File: src/rtl/rate_tick_selector.sv
// rate_tick_selector
//
// Derives a one-cycle `tick` clock enable and a 50 % duty `new_clock` from the
// system clock. The tick period is chosen from 2^SEL_W rates by a priority
// encoder over the irrigation, cleaning, error and valve inputs. Everything
// runs in the `clock` domain. No divided or gated clocks are produced.
//
// Rate code k has period P(k) = BASE_DIV << (k*STEP) clock cycles.
// SWITCH_MODE = 0 : a new rate takes effect only at a period boundary.
// SWITCH_MODE = 1 : a new rate takes effect at once and restarts the count.
//
// Ports
//   clock        in  system clock, rising edge
//   reset        in  synchronous, active-high reset
//   rega         in  irrigation mode (01, 10, 00)
//   limpeza      in  cleaning status, bit 1 = cleaning active
//   erro         in  error flag
//   VE           in  valve-open flag
//   force_en     in  manual override enable
//   force_sel    in  manual override rate code
//   tick         out one-cycle pulse per selected period
//   new_clock    out toggles on every tick (period 2*P)
//   cur_sel      out active rate code
//   sel_changed  out one-cycle pulse in the first cycle cur_sel shows a new code
module rate_tick_selector #(
  parameter int unsigned SEL_W       = 2,
  parameter int unsigned CNT_W       = 32,
  parameter int unsigned BASE_DIV    = 25_000_000,
  parameter int unsigned STEP        = 1,
  parameter int unsigned SWITCH_MODE = 0,
  parameter int unsigned SEL_LIMPEZA = 3,
  parameter int unsigned SEL_REGA01  = 1,
  parameter int unsigned SEL_REGA10  = 0,
  parameter int unsigned SEL_IDLE    = 3,
  parameter int unsigned SEL_DEFAULT = 0
) (
  input  logic             clock,
  input  logic             reset,
  input  logic [1:0]       rega,
  input  logic [1:0]       limpeza,
  input  logic             erro,
  input  logic             VE,
  input  logic             force_en,
  input  logic [SEL_W-1:0] force_sel,
  output logic             tick,
  output logic             new_clock,
  output logic [SEL_W-1:0] cur_sel,
  output logic             sel_changed
);

  localparam int unsigned NumRates = 1 << SEL_W;
  // Bits needed to hold BASE_DIV; the slowest rate adds MaxShift more.
  localparam int unsigned BaseBits = $clog2(BASE_DIV + 1);
  localparam int unsigned MaxShift = (NumRates - 1) * STEP;
  localparam bit          Immediate = (SWITCH_MODE != 0);

  localparam logic [SEL_W-1:0] SelLimpeza = SEL_W'(SEL_LIMPEZA);
  localparam logic [SEL_W-1:0] SelRega01  = SEL_W'(SEL_REGA01);
  localparam logic [SEL_W-1:0] SelRega10  = SEL_W'(SEL_REGA10);
  localparam logic [SEL_W-1:0] SelIdle    = SEL_W'(SEL_IDLE);
  localparam logic [SEL_W-1:0] SelDefault = SEL_W'(SEL_DEFAULT);

  // ---------------------------------------------------------------------------
  // Elaboration-time parameter checks
  // ---------------------------------------------------------------------------
  if (BASE_DIV < 2) begin : g_err_base_div
    $error("rate_tick_selector: BASE_DIV must be at least 2");
  end

  if (BaseBits + MaxShift > CNT_W) begin : g_err_cnt_width
    $error("rate_tick_selector: slowest period does not fit in CNT_W bits");
  end

  if ((SEL_LIMPEZA >= NumRates) || (SEL_REGA01 >= NumRates) || (SEL_REGA10 >= NumRates) ||
      (SEL_IDLE >= NumRates) || (SEL_DEFAULT >= NumRates)) begin : g_err_sel_range
    $error("rate_tick_selector: a SEL_* rate code does not fit in SEL_W bits");
  end

  // ---------------------------------------------------------------------------
  // Period table: terminal count (P-1) of every rate, all constants
  // ---------------------------------------------------------------------------
  logic [CNT_W-1:0] last_cnt [NumRates];

  for (genvar k = 0; k < NumRates; k++) begin : g_period
    localparam logic [CNT_W-1:0] Period = CNT_W'(BASE_DIV) << (k * STEP);
    assign last_cnt[k] = Period - CNT_W'(1);
  end

  // ---------------------------------------------------------------------------
  // State
  // ---------------------------------------------------------------------------
  logic [SEL_W-1:0] req_sel_d, req_sel_q;
  logic [SEL_W-1:0] cur_sel_d, cur_sel_q;
  logic [CNT_W-1:0] cnt_d, cnt_q;
  logic             tick_d, tick_q;
  logic             new_clock_d, new_clock_q;
  logic             sel_changed_d, sel_changed_q;

  logic             terminal;
  logic             sel_differs;

  // Only the cleaning-active bit takes part in the rate choice.
  logic unused_limpeza;
  assign unused_limpeza = limpeza[0];

  // ---------------------------------------------------------------------------
  // Request priority encoder (registered into req_sel_q)
  // ---------------------------------------------------------------------------
  always_comb begin
    req_sel_d = SelDefault;
    if (force_en) begin
      req_sel_d = force_sel;
    end else if (limpeza[1]) begin
      req_sel_d = SelLimpeza;
    end else if (!erro && (rega == 2'b01)) begin
      req_sel_d = SelRega01;
    end else if (!erro && (rega == 2'b10)) begin
      req_sel_d = SelRega10;
    end else if (!erro && (rega == 2'b00) && !VE) begin
      req_sel_d = SelIdle;
    end
  end

  // ---------------------------------------------------------------------------
  // Prescaler and rate switching
  // ---------------------------------------------------------------------------
  assign terminal    = (cnt_q == last_cnt[cur_sel_q]);
  assign sel_differs = (req_sel_q != cur_sel_q);

  always_comb begin
    cnt_d         = cnt_q + CNT_W'(1);
    tick_d        = 1'b0;
    new_clock_d   = new_clock_q;
    cur_sel_d     = cur_sel_q;
    sel_changed_d = 1'b0;

    if (terminal) begin
      // Boundary: emit the tick and, if a new rate is pending, start the next
      // period already at the new rate. This wins over an immediate switch.
      cnt_d       = '0;
      tick_d      = 1'b1;
      new_clock_d = ~new_clock_q;
      if (sel_differs) begin
        cur_sel_d     = req_sel_q;
        sel_changed_d = 1'b1;
      end
    end else if (Immediate && sel_differs) begin
      // Mid-period switch: restart the count, no tick, new_clock holds.
      cnt_d         = '0;
      cur_sel_d     = req_sel_q;
      sel_changed_d = 1'b1;
    end
  end

  always_ff @(posedge clock) begin
    if (reset) begin
      req_sel_q     <= SelDefault;
      cur_sel_q     <= SelDefault;
      cnt_q         <= '0;
      tick_q        <= 1'b0;
      new_clock_q   <= 1'b0;
      sel_changed_q <= 1'b0;
    end else begin
      req_sel_q     <= req_sel_d;
      cur_sel_q     <= cur_sel_d;
      cnt_q         <= cnt_d;
      tick_q        <= tick_d;
      new_clock_q   <= new_clock_d;
      sel_changed_q <= sel_changed_d;
    end
  end

  // All outputs come straight from flops.
  assign tick        = tick_q;
  assign new_clock   = new_clock_q;
  assign cur_sel     = cur_sel_q;
  assign sel_changed = sel_changed_q;

  // ---------------------------------------------------------------------------
  // Invariants
  // ---------------------------------------------------------------------------
`ifndef SYNTHESIS
  // Every period is at least 2 cycles, so ticks never come back to back.
  a_tick_single: assert property (@(posedge clock) disable iff (reset) tick_q |=> !tick_q);

  // The counter never runs past the terminal count of the active rate.
  a_cnt_range: assert property (@(posedge clock) disable iff (reset)
    cnt_q <= last_cnt[cur_sel_q]);

  // With boundary switching a rate change always coincides with a tick.
  a_boundary_switch: assert property (@(posedge clock) disable iff (reset)
    (!Immediate && sel_changed_q) |-> tick_q);
`endif

endmodule

File: config.mk
export PLATFORM = sky130hd
export DESIGN_NAME = rate_tick_selector
export DESIGN_NICKNAME = d
export VERILOG_FILES = /design/src/rtl/rate_tick_selector.sv
export SDC_FILE = /design/constraint.sdc
export NUM_CORES = 1
export LEC_CHECK = 0
export CELL_PAD_IN_SITES_DETAIL_PLACEMENT = 1
export CELL_PAD_IN_SITES_GLOBAL_PLACEMENT = 1
export CORE_ASPECT_RATIO = 0.75
export CORE_UTILIZATION = 39
export CTS_CLUSTER_SIZE = 25
export DETAILED_ROUTE_END_ITERATION = 10
export PLACE_DENSITY = 0.77
export SYNTH_ARGS = -nofsm -noshare
export SYNTH_HDL_FRONTEND = slang
export SYNTH_SLANG_ARGS = --single-unit
File: constraint.sdc
create_clock -name clock -period 1.8 [get_ports clock]
set_input_delay 0.54 -clock clock [delete_from_list [all_inputs] [get_ports clock]]
set_output_delay 0.54 -clock clock [all_outputs]
set_load 0.01 [all_outputs]
==> impl_metrics.prom <==
# TYPE chip_impl_metric gauge
chip_impl_info{name="outcome",value="finished with violations"} 1
chip_impl_info{name="failed_checks",value="setup timing"} 1
chip_impl_metric{name="cts.sinks",unit=""} 39
chip_impl_metric{name="max_cap_viol_count",unit=""} 0
chip_impl_info{name="clk_root_buffer_cell",value="clkbuf_8"} 1
chip_impl_metric{name="fmax",unit="MHz"} 485
chip_impl_metric{name="ctsHoldBuffers",unit=""} 0
chip_impl_metric{name="vias_per_cell",unit=""} 5.49
chip_impl_metric{name="h-tree-depth",unit=""} 2
chip_impl_metric{name="grt_use_total",unit="%"} 25.9
chip_impl_metric{name="initial_core_util",unit="%"} 40.6
chip_impl_metric{name="worst_r2r_path_depth",unit=""} 8
chip_impl_metric{name="total_switching_power",unit="mW"} 0.386
chip_impl_metric{name="syn_area_per_cell",unit="um^2"} 8.45
chip_impl_metric{name="leakagePower",unit="nW"} 1.22
chip_impl_metric{name="number_of_hold_violations_in_the_final_report",unit=""} 0
chip_impl_metric{name="proportion_of_power_drawn_by_flip_flops_and_latches",unit="%"} 50.9
chip_impl_info{name="hold_path_class",value="reg -> reg"} 1
chip_impl_metric{name="floorplan.die.width",unit="um"} 84.7
chip_impl_info{name="synth_top_flop_cell",value="dfxtp_1"} 1
chip_impl_metric{name="async_reset_ff_share",unit="%"} 0
chip_impl_metric{name="dp_hpwl",unit="um"} 4150
chip_impl_metric{name="clock_path_buffers",unit=""} 2
chip_impl_metric{name="synth_enable_flop_cells",unit=""} 0
chip_impl_info{name="crit-reg2reg-launch",value="cnt_q[8]"} 1
chip_impl_metric{name="critical_path_required",unit="ps"} 2030
chip_impl_metric{name="portBuffers",unit=""} 14
chip_impl_metric{name="ys_ff_latch",unit=""} 39
chip_impl_metric{name="count_of_mapped_cells_out_of_synthesis",unit=""} 237
chip_impl_metric{name="power_switching_share",unit="%"} 22.5
chip_impl_metric{name="layout.cells.non_filler",unit=""} 372
chip_impl_info{name="critPathTopFamily",value="simple AND/OR/NAND/NOR gates"} 1
chip_impl_metric{name="cp.arrival",unit="ps"} 2290
chip_impl_metric{name="mappedNetlistNets",unit=""} 249
chip_impl_metric{name="cpPeakStageDelay",unit="ps"} 420
chip_impl_metric{name="synthesis.area",unit="mm^2"} 0.00200
chip_impl_metric{name="clk_latency",unit="ps"} 300
chip_impl_info{name="r2r-end",value="cnt_q[27]"} 1
chip_impl_metric{name="whs_path_depth",unit=""} 2
chip_impl_metric{name="placementRows",unit=""} 22
chip_impl_metric{name="tns",unit="ps"} -6170
chip_impl_metric{name="post_route_clock_skew",unit="ps"} 2.53
chip_impl_metric{name="cts-buffers-inserted",unit=""} 5
chip_impl_metric{name="grt_max_degree",unit=""} 16
chip_impl_metric{name="first_global_vias",unit=""} 2040
chip_impl_metric{name="critPathMaxFanout",unit=""} 3
chip_impl_metric{name="gp_congestion",unit=""} 0.805
chip_impl_metric{name="vias",unit=""} 2043
chip_impl_metric{name="nNetsFinal",unit=""} 323
chip_impl_metric{name="layout-area-overhead-vs-synth",unit="%"} 49.0
chip_impl_metric{name="die_area",unit="mm^2"} 0.00543
chip_impl_metric{name="wl_per_cell",unit="um"} 20.0
chip_impl_metric{name="totalPowerFinal",unit="mW"} 1.71
chip_impl_metric{name="critical_path_depth",unit=""} 8
chip_impl_info{name="layout.cells.most_common_list",value="buf_4, nor2_1, dfxtp_1"} 1
chip_impl_info{name="critical_path.slowest_cell",value="or3b_4"} 1
chip_impl_metric{name="max_slew_margin",unit="%"} 70.5
chip_impl_metric{name="tightestPinTransition",unit="ps"} 440
chip_impl_metric{name="antenna_cells",unit=""} 0
chip_impl_metric{name="fin_util",unit="%"} 60.5
chip_impl_metric{name="finalMaxSlewViolations",unit=""} 0
chip_impl_info{name="final_common_cell",value="buf_4"} 1
chip_impl_metric{name="drt_first_pass_iters",unit=""} 4
chip_impl_metric{name="fin_crit_sh",unit="%"} 115
chip_impl_metric{name="worst_slack",unit="ps"} -263
chip_impl_metric{name="seq_area_frac_synth",unit="%"} 39.0
chip_impl_metric{name="drt-total-wl",unit="um"} 7440
chip_impl_metric{name="reg2reg_setup_slack",unit="ps"} -260
chip_impl_info{name="critical_path_class",value="reg -> reg"} 1
chip_impl_metric{name="drtIter0Drc",unit=""} 98
chip_impl_info{name="setup.worst_path.start_class",value="flop"} 1
chip_impl_metric{name="setup_viol",unit=""} 37
chip_impl_metric{name="yosys.cell_types.count",unit=""} 47
chip_impl_metric{name="p_per_area",unit="mW/mm^2"} 575
chip_impl_metric{name="antenna_found_initial",unit=""} 0
chip_impl_info{name="critical_path.cell_chain",value="buf_6, nand4_1, buf_4, nor4_4, nor3b_4, or3b_4, xnor2_2, nor2_1"} 1
chip_impl_metric{name="drc",unit=""} 0
chip_impl_metric{name="ant_nets",unit=""} 0
chip_impl_info{name="cts_tree",value="yes"} 1
chip_impl_metric{name="internal_power",unit="mW"} 1.33
chip_impl_metric{name="p_clk_share",unit="%"} 42.9
chip_impl_metric{name="post_route_cells_drive_above_1_share",unit="%"} 37.2
chip_impl_metric{name="core_region_area",unit="mm^2"} 0.00493
chip_impl_metric{name="io-pin-count",unit=""} 16
chip_impl_metric{name="vdd_ir_drop_max",unit="mV"} 0.491
chip_impl_metric{name="fp.dieH",unit="um"} 64.0
chip_impl_metric{name="ys.warnings.count",unit=""} 0
chip_impl_metric{name="global_route_wire_length_before_repair",unit="um"} 10600
chip_impl_metric{name="numPlacedInstances",unit=""} 349
chip_impl_metric{name="comb_power_share",unit="%"} 6.2
chip_impl_metric{name="globalRoute.totalOverflow",unit=""} 0
chip_impl_metric{name="cp.buffers_inverters",unit=""} 2
chip_impl_metric{name="num-fill-cells",unit=""} 564
chip_impl_info{name="holdPathEnd",value="cnt_q[0]"} 1
chip_impl_metric{name="cts.reportedPaths.clkPinSlew",unit="ps"} 80
chip_impl_info{name="rsz0062_at_grt",value="true"} 1
chip_impl_info{name="cp-end-kind",value="flop"} 1
chip_impl_metric{name="post-place-ws",unit="ps"} -325
chip_impl_metric{name="timing.final.crit_period",unit="ps"} 2060
chip_impl_info{name="hold_start",value="cnt_q[0]"} 1
## cell families after synthesis
logic type | share of synthesized area, %
mux | 0.500
xor+xnor | 14.4
fa+ha+maj | 0.625
simple gates | 32.6
compound gates | 8.81
buf+inv | 4.06
flops | 39.0
## tightest hold or removal path, stage by stage (launching register included)
cell     delay [ps]
dfxtp_2         330
buf_4           120
nor2_1           40
## worst max path at each step
stage / startpoint / slack (ps) / to
after global routing: cnt_q[8] / -340 / cnt_q[27]
after detailed placement: cur_sel[1] / -330 / cnt_q[3]
final: cnt_q[8] / -260 / cnt_q[27]
after CTS: cur_sel[1] / -170 / cnt_q[27]
after floorplan: cnt_q[3] / -9 / cnt_q[27]
after global placement: cur_sel[1] / -220 / cnt_q[14]
## metrics by stage
stage / instance area [um^2] / hold WS, ps
2_1_floorplan: 2060 / 414
3_3_place_gp: 2580 / 467
3_5_place_dp: 2580 / 480
4_1_cts: 2810 / 499
5_1_grt: 2980 / 551
6_report: 2980 / 521
## power groups by stage
stage               Clock, mW  Combinational (mW)  Sequential, mW
finish                  0.736               0.106           0.871
global route            0.783               0.114           0.873
CTS                     0.744              0.0983           0.871
detailed placement          0              0.0809           0.895
global placement            0              0.0783           0.894
floorplan                   0              0.0383           0.895
## layer usage
layer / vias to the layer above / track usage [%] / wire [um]
met3: 20 / 4.78 / 140
met4: 0 / 8.26 / 187
met1: 1031 / 31.7 / 3300
met5: - / 0 / 0
met2: 32 / 46.1 / 3810
li1: 960 / - / -
## layout make-up
| type | count | area (um^2) | share of cell area [%] |
|---|---|---|---|
| Sequential cell | 39 | 808 | 27.1 |
| Tap cell | 60 | 75.1 | 2.52 |
| Clock buffer | 5 | 68.8 | 2.31 |
| Inverter | 7 | 26.3 | 0.881 |
| Multi-Input combinational cell | 180 | 1300 | 43.7 |
| Timing Repair Buffer | 78 | 663 | 22.2 |
| Clock inverter | 3 | 38.8 | 1.30 |
## synthesized netlist by cell type, types with 4 or more instances
cell type | instances | area (um^2)
nor2_1 | 46 | 173
dfxtp_1 | 39 | 781
xor2_1 | 20 | 175
nand3_1 | 18 | 90.1
xnor2_1 | 13 | 114
nand2_1 | 12 | 45.0
a21oi_1 | 8 | 40.0
buf_2 | 8 | 40.0
o21ai_0 | 8 | 40.0
inv_1 | 7 | 26.3
nand4_1 | 7 | 43.8
and3_1 | 4 | 25.0
## timing repair
item | in CTS | in global routing
pin swaps | 7 | 17
resized for setup | 19 | 31
setup endpoints to repair | 39 | 37
cloned | 1 | 1
buffers inserted | 6 | 8
## registers in the layout (all words and copies together), names as in the netlist
register / cells
cnt_q: 32
cur_sel: 2
req_sel_q: 2
new_clock: 1
sel_changed: 1
tick: 1
No activity file was read; power rests on OpenSTA's default activity.
